**src/rtl/fp_convert_sequencer_if.sv**
```systemverilog
// Beat-input and result-output streams of the double-to-float front end.
// The master side is the upstream producer and downstream consumer; the slave side is the sequencer.
interface fp_convert_sequencer_if;
    logic        in_valid;
    logic        in_ready;
    logic [31:0] in_data;
    logic        in_last;
    logic [1:0]  in_rounding;
    logic        out_valid;
    logic        out_ready;
    logic [31:0] out_float;
    logic [3:0]  out_flags;

    modport master (
        output in_valid, in_data, in_last, in_rounding, out_ready,
        input  in_ready, out_valid, out_float, out_flags
    );

    modport slave (
        input  in_valid, in_data, in_last, in_rounding, out_ready,
        output in_ready, out_valid, out_float, out_flags
    );
endinterface

```
**src/rtl/fp_convert_sequencer.sv**
```systemverilog
// Front-end sequencer: builds a double from two beats, runs the converter once, returns the float.
// Latency: out_valid from edge E1+k after the high-word accept; in_ready low from accept until result handshake.
module fp_convert_sequencer #(
    parameter int          TIMEOUT_CYCLES = 8,
    parameter logic [31:0] TIMEOUT_RESULT = 32'h7FC00000
) (
    input  logic                         clk,
    input  logic                         reset,
    fp_convert_sequencer_if.slave        stream,
    output logic                         conv_reset,
    output logic [63:0]                  conv_double,
    output logic [1:0]                   conv_rounding,
    input  logic                         conv_done,
    input  logic [31:0]                  conv_float,
    input  logic                         conv_nan,
    input  logic                         conv_overflow,
    input  logic                         conv_underflow,
    input  logic                         clear_sticky,
    output logic [4:0]                   sticky_flags,
    output logic                         busy
);

    typedef enum logic [2:0] {
        IDLE_LO = 3'd0,
        WAIT_HI = 3'd1,
        KICK    = 3'd2,
        RUN     = 3'd3,
        HOLD    = 3'd4
    } state_t;

    localparam logic [7:0] WD_LAST = 8'(TIMEOUT_CYCLES - 1);

    state_t     state;
    logic [7:0] wd_cnt;
    logic       accept;
    logic       proto_err;
    logic       wd_expired;
    logic [4:0] flag_set;

    always_comb begin
        accept     = stream.in_valid & stream.in_ready;
        proto_err  = accept & (((state == IDLE_LO) &  stream.in_last) |
                               ((state == WAIT_HI) & ~stream.in_last));
        wd_expired = (wd_cnt == WD_LAST);
        flag_set   = '0;
        flag_set[4] = proto_err;
        if (state == RUN) begin
            if (conv_done)
                flag_set[2:0] = {conv_nan, conv_overflow, conv_underflow};
            else if (wd_expired)
                flag_set[3:2] = 2'b11;
        end
    end

    always_ff @(posedge clk) begin
        if (reset) begin
            state            <= IDLE_LO;
            stream.in_ready  <= 1'b1;
            conv_reset       <= 1'b0;
            conv_double      <= '0;
            conv_rounding    <= '0;
            stream.out_valid <= 1'b0;
            stream.out_float <= '0;
            stream.out_flags <= '0;
            sticky_flags     <= '0;
            busy             <= 1'b0;
            wd_cnt           <= '0;
        end else begin
            // A set event on the clearing edge survives only in its own bits.
            sticky_flags <= (clear_sticky ? 5'd0 : sticky_flags) | flag_set;
            case (state)
                IDLE_LO: begin
                    if (accept && !stream.in_last) begin
                        conv_double[31:0] <= stream.in_data;
                        state             <= WAIT_HI;
                        busy              <= 1'b1;
                    end
                end
                WAIT_HI: begin
                    if (accept) begin
                        if (stream.in_last) begin
                            conv_double[63:32] <= stream.in_data;
                            conv_rounding      <= stream.in_rounding;
                            stream.in_ready    <= 1'b0;
                            state              <= KICK;
                        end else begin
                            conv_double[31:0]  <= stream.in_data;
                        end
                    end
                end
                KICK: begin
                    wd_cnt     <= '0;
                    conv_reset <= 1'b1;
                    state      <= RUN;
                end
                RUN: begin
                    wd_cnt <= wd_cnt + 8'd1;
                    if (conv_done) begin
                        stream.out_float <= conv_float;
                        stream.out_flags <= {1'b0, conv_nan, conv_overflow, conv_underflow};
                        stream.out_valid <= 1'b1;
                        conv_reset       <= 1'b0;
                        state            <= HOLD;
                    end else if (wd_expired) begin
                        stream.out_float <= TIMEOUT_RESULT;
                        stream.out_flags <= 4'b1100;
                        stream.out_valid <= 1'b1;
                        conv_reset       <= 1'b0;
                        state            <= HOLD;
                    end
                end
                HOLD: begin
                    if (stream.out_valid && stream.out_ready) begin
                        stream.out_valid <= 1'b0;
                        stream.in_ready  <= 1'b1;
                        busy             <= 1'b0;
                        state            <= IDLE_LO;
                    end
                end
                default: begin
                    state           <= IDLE_LO;
                    stream.in_ready <= 1'b1;
                    conv_reset      <= 1'b0;
                    busy            <= 1'b0;
                end
            endcase
        end
    end

endmodule
```
**src/flat_wrapper.sv**
```systemverilog
// flat-port wrapper written by rule: the top's interface ports become plain ports
module fp_convert_sequencer_flat 
#(
    parameter int          TIMEOUT_CYCLES = 8,
    parameter logic [31:0] TIMEOUT_RESULT = 32'h7FC00000
)
  (clk, reset, conv_reset, conv_double, conv_rounding, conv_done, conv_float, conv_nan, conv_overflow, conv_underflow, clear_sticky, sticky_flags, busy, stream_in_valid, stream_in_data, stream_in_last, stream_in_rounding, stream_out_ready, stream_in_ready, stream_out_valid, stream_out_float, stream_out_flags);
  fp_convert_sequencer_if stream_i ();
  input  logic clk;
  input  logic reset;
  output logic conv_reset;
  output logic [63:0] conv_double;
  output logic [1:0] conv_rounding;
  input  logic conv_done;
  input  logic [31:0] conv_float;
  input  logic conv_nan;
  input  logic conv_overflow;
  input  logic conv_underflow;
  input  logic clear_sticky;
  output logic [4:0] sticky_flags;
  output logic busy;
  input wire logic [$bits(stream_i.in_valid)-1:0] stream_in_valid;
  input wire logic [$bits(stream_i.in_data)-1:0] stream_in_data;
  input wire logic [$bits(stream_i.in_last)-1:0] stream_in_last;
  input wire logic [$bits(stream_i.in_rounding)-1:0] stream_in_rounding;
  input wire logic [$bits(stream_i.out_ready)-1:0] stream_out_ready;
  output wire logic [$bits(stream_i.in_ready)-1:0] stream_in_ready;
  output wire logic [$bits(stream_i.out_valid)-1:0] stream_out_valid;
  output wire logic [$bits(stream_i.out_float)-1:0] stream_out_float;
  output wire logic [$bits(stream_i.out_flags)-1:0] stream_out_flags;
  assign stream_i.in_valid = stream_in_valid;
  assign stream_i.in_data = stream_in_data;
  assign stream_i.in_last = stream_in_last;
  assign stream_i.in_rounding = stream_in_rounding;
  assign stream_i.out_ready = stream_out_ready;
  assign stream_in_ready = stream_i.in_ready;
  assign stream_out_valid = stream_i.out_valid;
  assign stream_out_float = stream_i.out_float;
  assign stream_out_flags = stream_i.out_flags;
  fp_convert_sequencer #(.TIMEOUT_CYCLES(TIMEOUT_CYCLES), .TIMEOUT_RESULT(TIMEOUT_RESULT)) u_core (.clk(clk), .reset(reset), .stream(stream_i), .conv_reset(conv_reset), .conv_double(conv_double), .conv_rounding(conv_rounding), .conv_done(conv_done), .conv_float(conv_float), .conv_nan(conv_nan), .conv_overflow(conv_overflow), .conv_underflow(conv_underflow), .clear_sticky(clear_sticky), .sticky_flags(sticky_flags), .busy(busy));
endmodule
```
**config.mk**
```make
export PLATFORM = sky130hd
export DESIGN_NAME = fp_convert_sequencer_flat
export DESIGN_NICKNAME = d
export VERILOG_FILES = /design/src/rtl/fp_convert_sequencer_if.sv /design/src/rtl/fp_convert_sequencer.sv /design/src/flat_wrapper.sv
export SDC_FILE = /design/constraint.sdc
export NUM_CORES = 1
export LEC_CHECK = 0
export ABC_AREA = 1
export ABC_CLOCK_PERIOD_IN_PS = 1710
export CAP_MARGIN = 20
export CORE_MARGIN = 2
export CORE_UTILIZATION = 35
export CTS_CLUSTER_SIZE = 12
export DETAILED_ROUTE_END_ITERATION = 6
export GPL_ROUTABILITY_DRIVEN = 0
export PLACE_DENSITY = 0.73
export SYNTH_ARGS = -nofsm -noshare
export SYNTH_HDL_FRONTEND = slang
export SYNTH_SLANG_ARGS = --single-unit
export TNS_END_PERCENT = 5
```
**constraint.sdc**
```tcl
create_clock -name clk -period 1.71 [get_ports clk]
set_input_delay 0.342 -clock clk [delete_from_list [all_inputs] [get_ports clk]]
set_output_delay 0.342 -clock clk [all_outputs]
set_load 0.05 [all_outputs]
```
==> key figures, run 1 <==
Detailed routing
  – Drt drc: 0
  – Wire per inst: 13.5 um
  – Vias: 4,522
  – First DRT Iteration DRCs: 264
  – ANT nets after route: 0
  – DR pass1 iterations: 4
  – Drt total wl: 13,100 um
  – Avg Vias per Cell: around 4.7

Clocking
  – CTS Hold Bufs: 0
  – Root Buffer: clkbuf_16
  – Clock Pin Slew Worst Setup and Hold Paths: ~0.050 ns
  – CTS tree: done
  – H-tree Lvls: 4
  – CTS sink cnt: 122
  – Maximum clock path buffer count: 2
  – Resize count post-CTS: 0
  – Clock Latency Late Sink: around 0.42 ns
  – Post-CTS Setup Bufs: 0
  – TritonCTS buffer count: 17

Synthesis
  – Syn_nets: 672
  – Synthesized area: between 4000 and 5000 um^2
  – Cell accounting for the most synthesized area: dfxtp_1
  – Most instantiated library cell after synthesis: nor2_1
  – Top cells by area, synth: dfxtp_1, nor2_1, nand2_1
  – Post-synthesis cell type count: 25
  – Yosys warning count: 0
  – Mapped Avg Cell Area: 7.68 um^2
  – Post-synth EDFFs: 0
  – Post-Synthesis Cells: 595
  – Seq/Total Area, Yosys: 0.534
  – Post-synth top area share: 0.534
  – Register bit total from synthesis: 122
  – Post-synth top cells: nor2_1, dfxtp_1, nand2_1, o21ai_0, a21oi_1
  – Synth Flop Type: dfxtp_1
  – Asr flop ratio synth: 0

STA
  – Worst hold slack: 0.372 ns
  – Tcrit/Tclk final: 0.896
  – Slew @ Worst Pin: 0.474 ns
  – Achievable Freq: 0.653 GHz
  – Crit path time final: ~1.5 ns
  – RSZ-0062 raised after global routing: no
  – Fin. max-slew vios: 0
  – Final WS setup: 0.179 ns
  – # setup viols final: 0
  – Relative max-transition margin: 0.684
  – Final Hold Viols: 0
  – Clk_skew: roughly 0.023 ns

Final layout
  – Layout cells sized above 1: 0.221
  – Post-Layout Cell Count: 965
  – Final net count: ~860
  – Ant diodes: 0
  – Fin util: 0.549
  – P&R area growth vs syn: 52.1%

Pwr
  – Sw Ratio: 0.337
  – Sequential share of power: 0.350
  – Total power: 9.62 mW
  – Worst vdd ir: roughly 0.00075 V
  – Leakage power: 2.99 nW
  – Pwr dens: 1380 nW/um^2
  – Comb pwr share: 0.276
  – P_sw: 3.24 mW
  – Clk network pwr share: 0.374
  – Internal: approximately 6.4 mW

Critical path
  – Reg2Reg Depth: 9
  – CP Class: register to register
  – CP Launch Type: register
  – Critical Path, Cell by Cell: ha_1 > nand2_2 > nor2_2 > nand2_1 > nand2_1 > nand2_1 > buf_12 > nand2_1 > a21oi_1
  – Slowest stage delay, CP: 0.35 ns
  – CP arrival: 1.81 ns
  – Stages on worst setup path: 9
  – Critical Path Sink Type: register
  – CP Max Fanout: 38
  – Slowest CP cell: dfxtp_1
  – Worst flop-to-flop path endpoint: u_core.stream.out_float[7]$_SDFFE_PP0P_
  – Most frequent CP cell: nand2_1
  – Worst Path Required: 1.99 ns
  – Reg-to-reg startpoint: u_core.wd_cnt[1]$_SDFFE_PP0P_
  – Top delay family on crit path: simple AND/OR/NAND/NOR gates
  – Worst path bufs/invs: 1
  – Reg2reg setup slack: 0.18 ns

Placement
  – Placed Cells incl. Taps: about 930
  – Worst slack at placement: -0.103 ns
  – I/O Buffers: 186
  – Post-DP HPWL: about 9000 um

Hold path
  – Hold Crit Class: primary input to register
  – Min-Delay Endpoint: u_core.stream.in_ready$_SDFFE_PP1P_
  – Worst hold path stage count: 3
  – Hold path startpoint: reset

Floorplanning
  – Initial core utilization: 0.361
  – Die ar.: around 14,000 um^2
  – Core area: 12,700 um^2
  – Boundary Pins: between 150 and 200
  – Row count: 41
  – Die width: 118 um
  – Die height: 118 um

GRT
  – First-pass GRT wire length: 21,000 um
  – Layer with the highest usage: met2
  – Vias in the first global route: 4,298
  – GRT met1 Usage: 0.217
  – M2 GR Usage: 0.310
  – Initial antenna violation count: 0
  – Largest net degree at the start of global routing: 67
  – Met3 Resource Use GR: 0.0584
  – Tot GR Track Use: 0.185
  – Grt ovf: 0

Status
  – Status: completed

Job
  – Number of max-cap violations: 0
[per-layer routing]
| metal | part of all wire | wire [um] |
|---|---|---|
| met3 | 0.053 | 696 |
| met5 | 0 | 0 |
| met4 | 0.030 | 387 |
| met2 | 0.49 | 6370 |
| met1 | 0.43 | 5600 |
[cells in the final DEF, fill, tap and decap left out, types with 2 or more instances in the layout]
cell	synthesis	final
nor2_1	150	149
dfxtp_1	122	122
buf_4	4	119
nand2_1	103	102
o21ai_0	74	74
clkdlybuf4s50_1	0	74
a21oi_1	50	50
inv_1	17	17
clkbuf_16	0	17
nand3_1	16	16
or2_2	9	9
buf_12	0	6
clkinv_2	0	5
inv_2	3	3
o211ai_1	3	3
nor3_1	3	3
bufinv_16	0	3
nand2_2	1	2
nand4_1	2	2
o21bai_1	2	2
clkbuf_8	0	2
clkinv_4	0	2
clkinvlp_4	0	2
[worst max path at each step]
stage                                             start  slack (ns)                                  endpoint
detailed placement                      stream_in_valid       -0.10              u_core.state[1]$_SDFFE_PP0P_
CTS                       u_core.wd_cnt[1]$_SDFFE_PP0P_        0.13  u_core.stream.out_float[21]$_SDFFE_PP0P_
global placement                        stream_in_valid       -0.13       u_core.conv_double[23]$_SDFFE_PP0P_
floorplan           u_core.stream.in_ready$_SDFFE_PP1P_        0.06       u_core.conv_double[10]$_SDFFE_PP0P_
global route              u_core.wd_cnt[1]$_SDFFE_PP0P_        0.03  u_core.stream.out_float[21]$_SDFFE_PP0P_
finish                    u_core.wd_cnt[1]$_SDFFE_PP0P_        0.18   u_core.stream.out_float[7]$_SDFFE_PP0P_
[sequential cells by signal (all words and copies together) (netlist names)]
| signal | cells |
|---|---|
| u_core.busy | 1 |
| u_core.stream.out_valid | 1 |
| u_core.wd_cnt | 8 |
| u_core.state | 3 |
| u_core.conv_reset | 1 |
| u_core.sticky_flags | 5 |
| u_core.stream.out_float | 32 |
| u_core.stream.out_flags | 4 |
| u_core.conv_rounding | 2 |
| u_core.stream.in_ready | 1 |
| u_core.conv_double | 64 |
[per-stage QoR]
stage / instance area [um^2] / TNS (ns)
2_1_floorplan: 4570 / 0
3_3_place_gp: 6340 / -2.06
3_5_place_dp: 6340 / -5.50
4_1_cts: 6950 / 0
5_1_grt: 6950 / 0
6_report: 6950 / 0
[cell type report]
cell class,count,area (um^2)
fill,1195,5720
sequential,122,2440
multi-input combinational,419,1860
timing repair buffer,200,1760
clock buffer,20,457
tap,172,215
clock inverter,12,148
inverter,20,75.1
[power groups by stage]
stage / Clock (mW) / Sequential [mW] / Combinational [mW]
CTS: 3.68 / 3.36 / 2.67
global route: 3.81 / 3.40 / 2.84
detailed placement: 0 / 3.42 / 2.67
floorplan: 0 / 4.39 / 0.775
finish: 3.60 / 3.36 / 2.65
global placement: 0 / 3.40 / 2.63
[worst min-delay path, stage by stage]
cell	delay (ns)
buf_2	0.09
inv_1	0.16
o211ai_1	0.14
[cell families (layout without fill, tap and decap cells)]
kind of cell | after synthesis | in the layout | share of synthesized area
fa+ha+maj | 1 | 1 | 0.00274
flops | 122 | 122 | 0.534
buf+inv | 54 | 252 | 0.0608
simple gates | 288 | 288 | 0.256
xor+xnor | 1 | 1 | 0.00192
compound gates | 129 | 129 | 0.144
(Power assumes the default switching activity.)
==> inputs of run 2 (changes only) <==
--- a/config.mk
+++ b/config.mk
@@ -14,6 +14,7 @@
 export DETAILED_ROUTE_END_ITERATION = 6
 export GPL_ROUTABILITY_DRIVEN = 0
 export PLACE_DENSITY = 0.73
+export SKIP_LAST_GASP = 1
 export SYNTH_ARGS = -nofsm -noshare
 export SYNTH_HDL_FRONTEND = slang
 export SYNTH_SLANG_ARGS = --single-unit
==> results of run 2 <==
No change in the layout: final DEF, timing and power equal those of run 1.
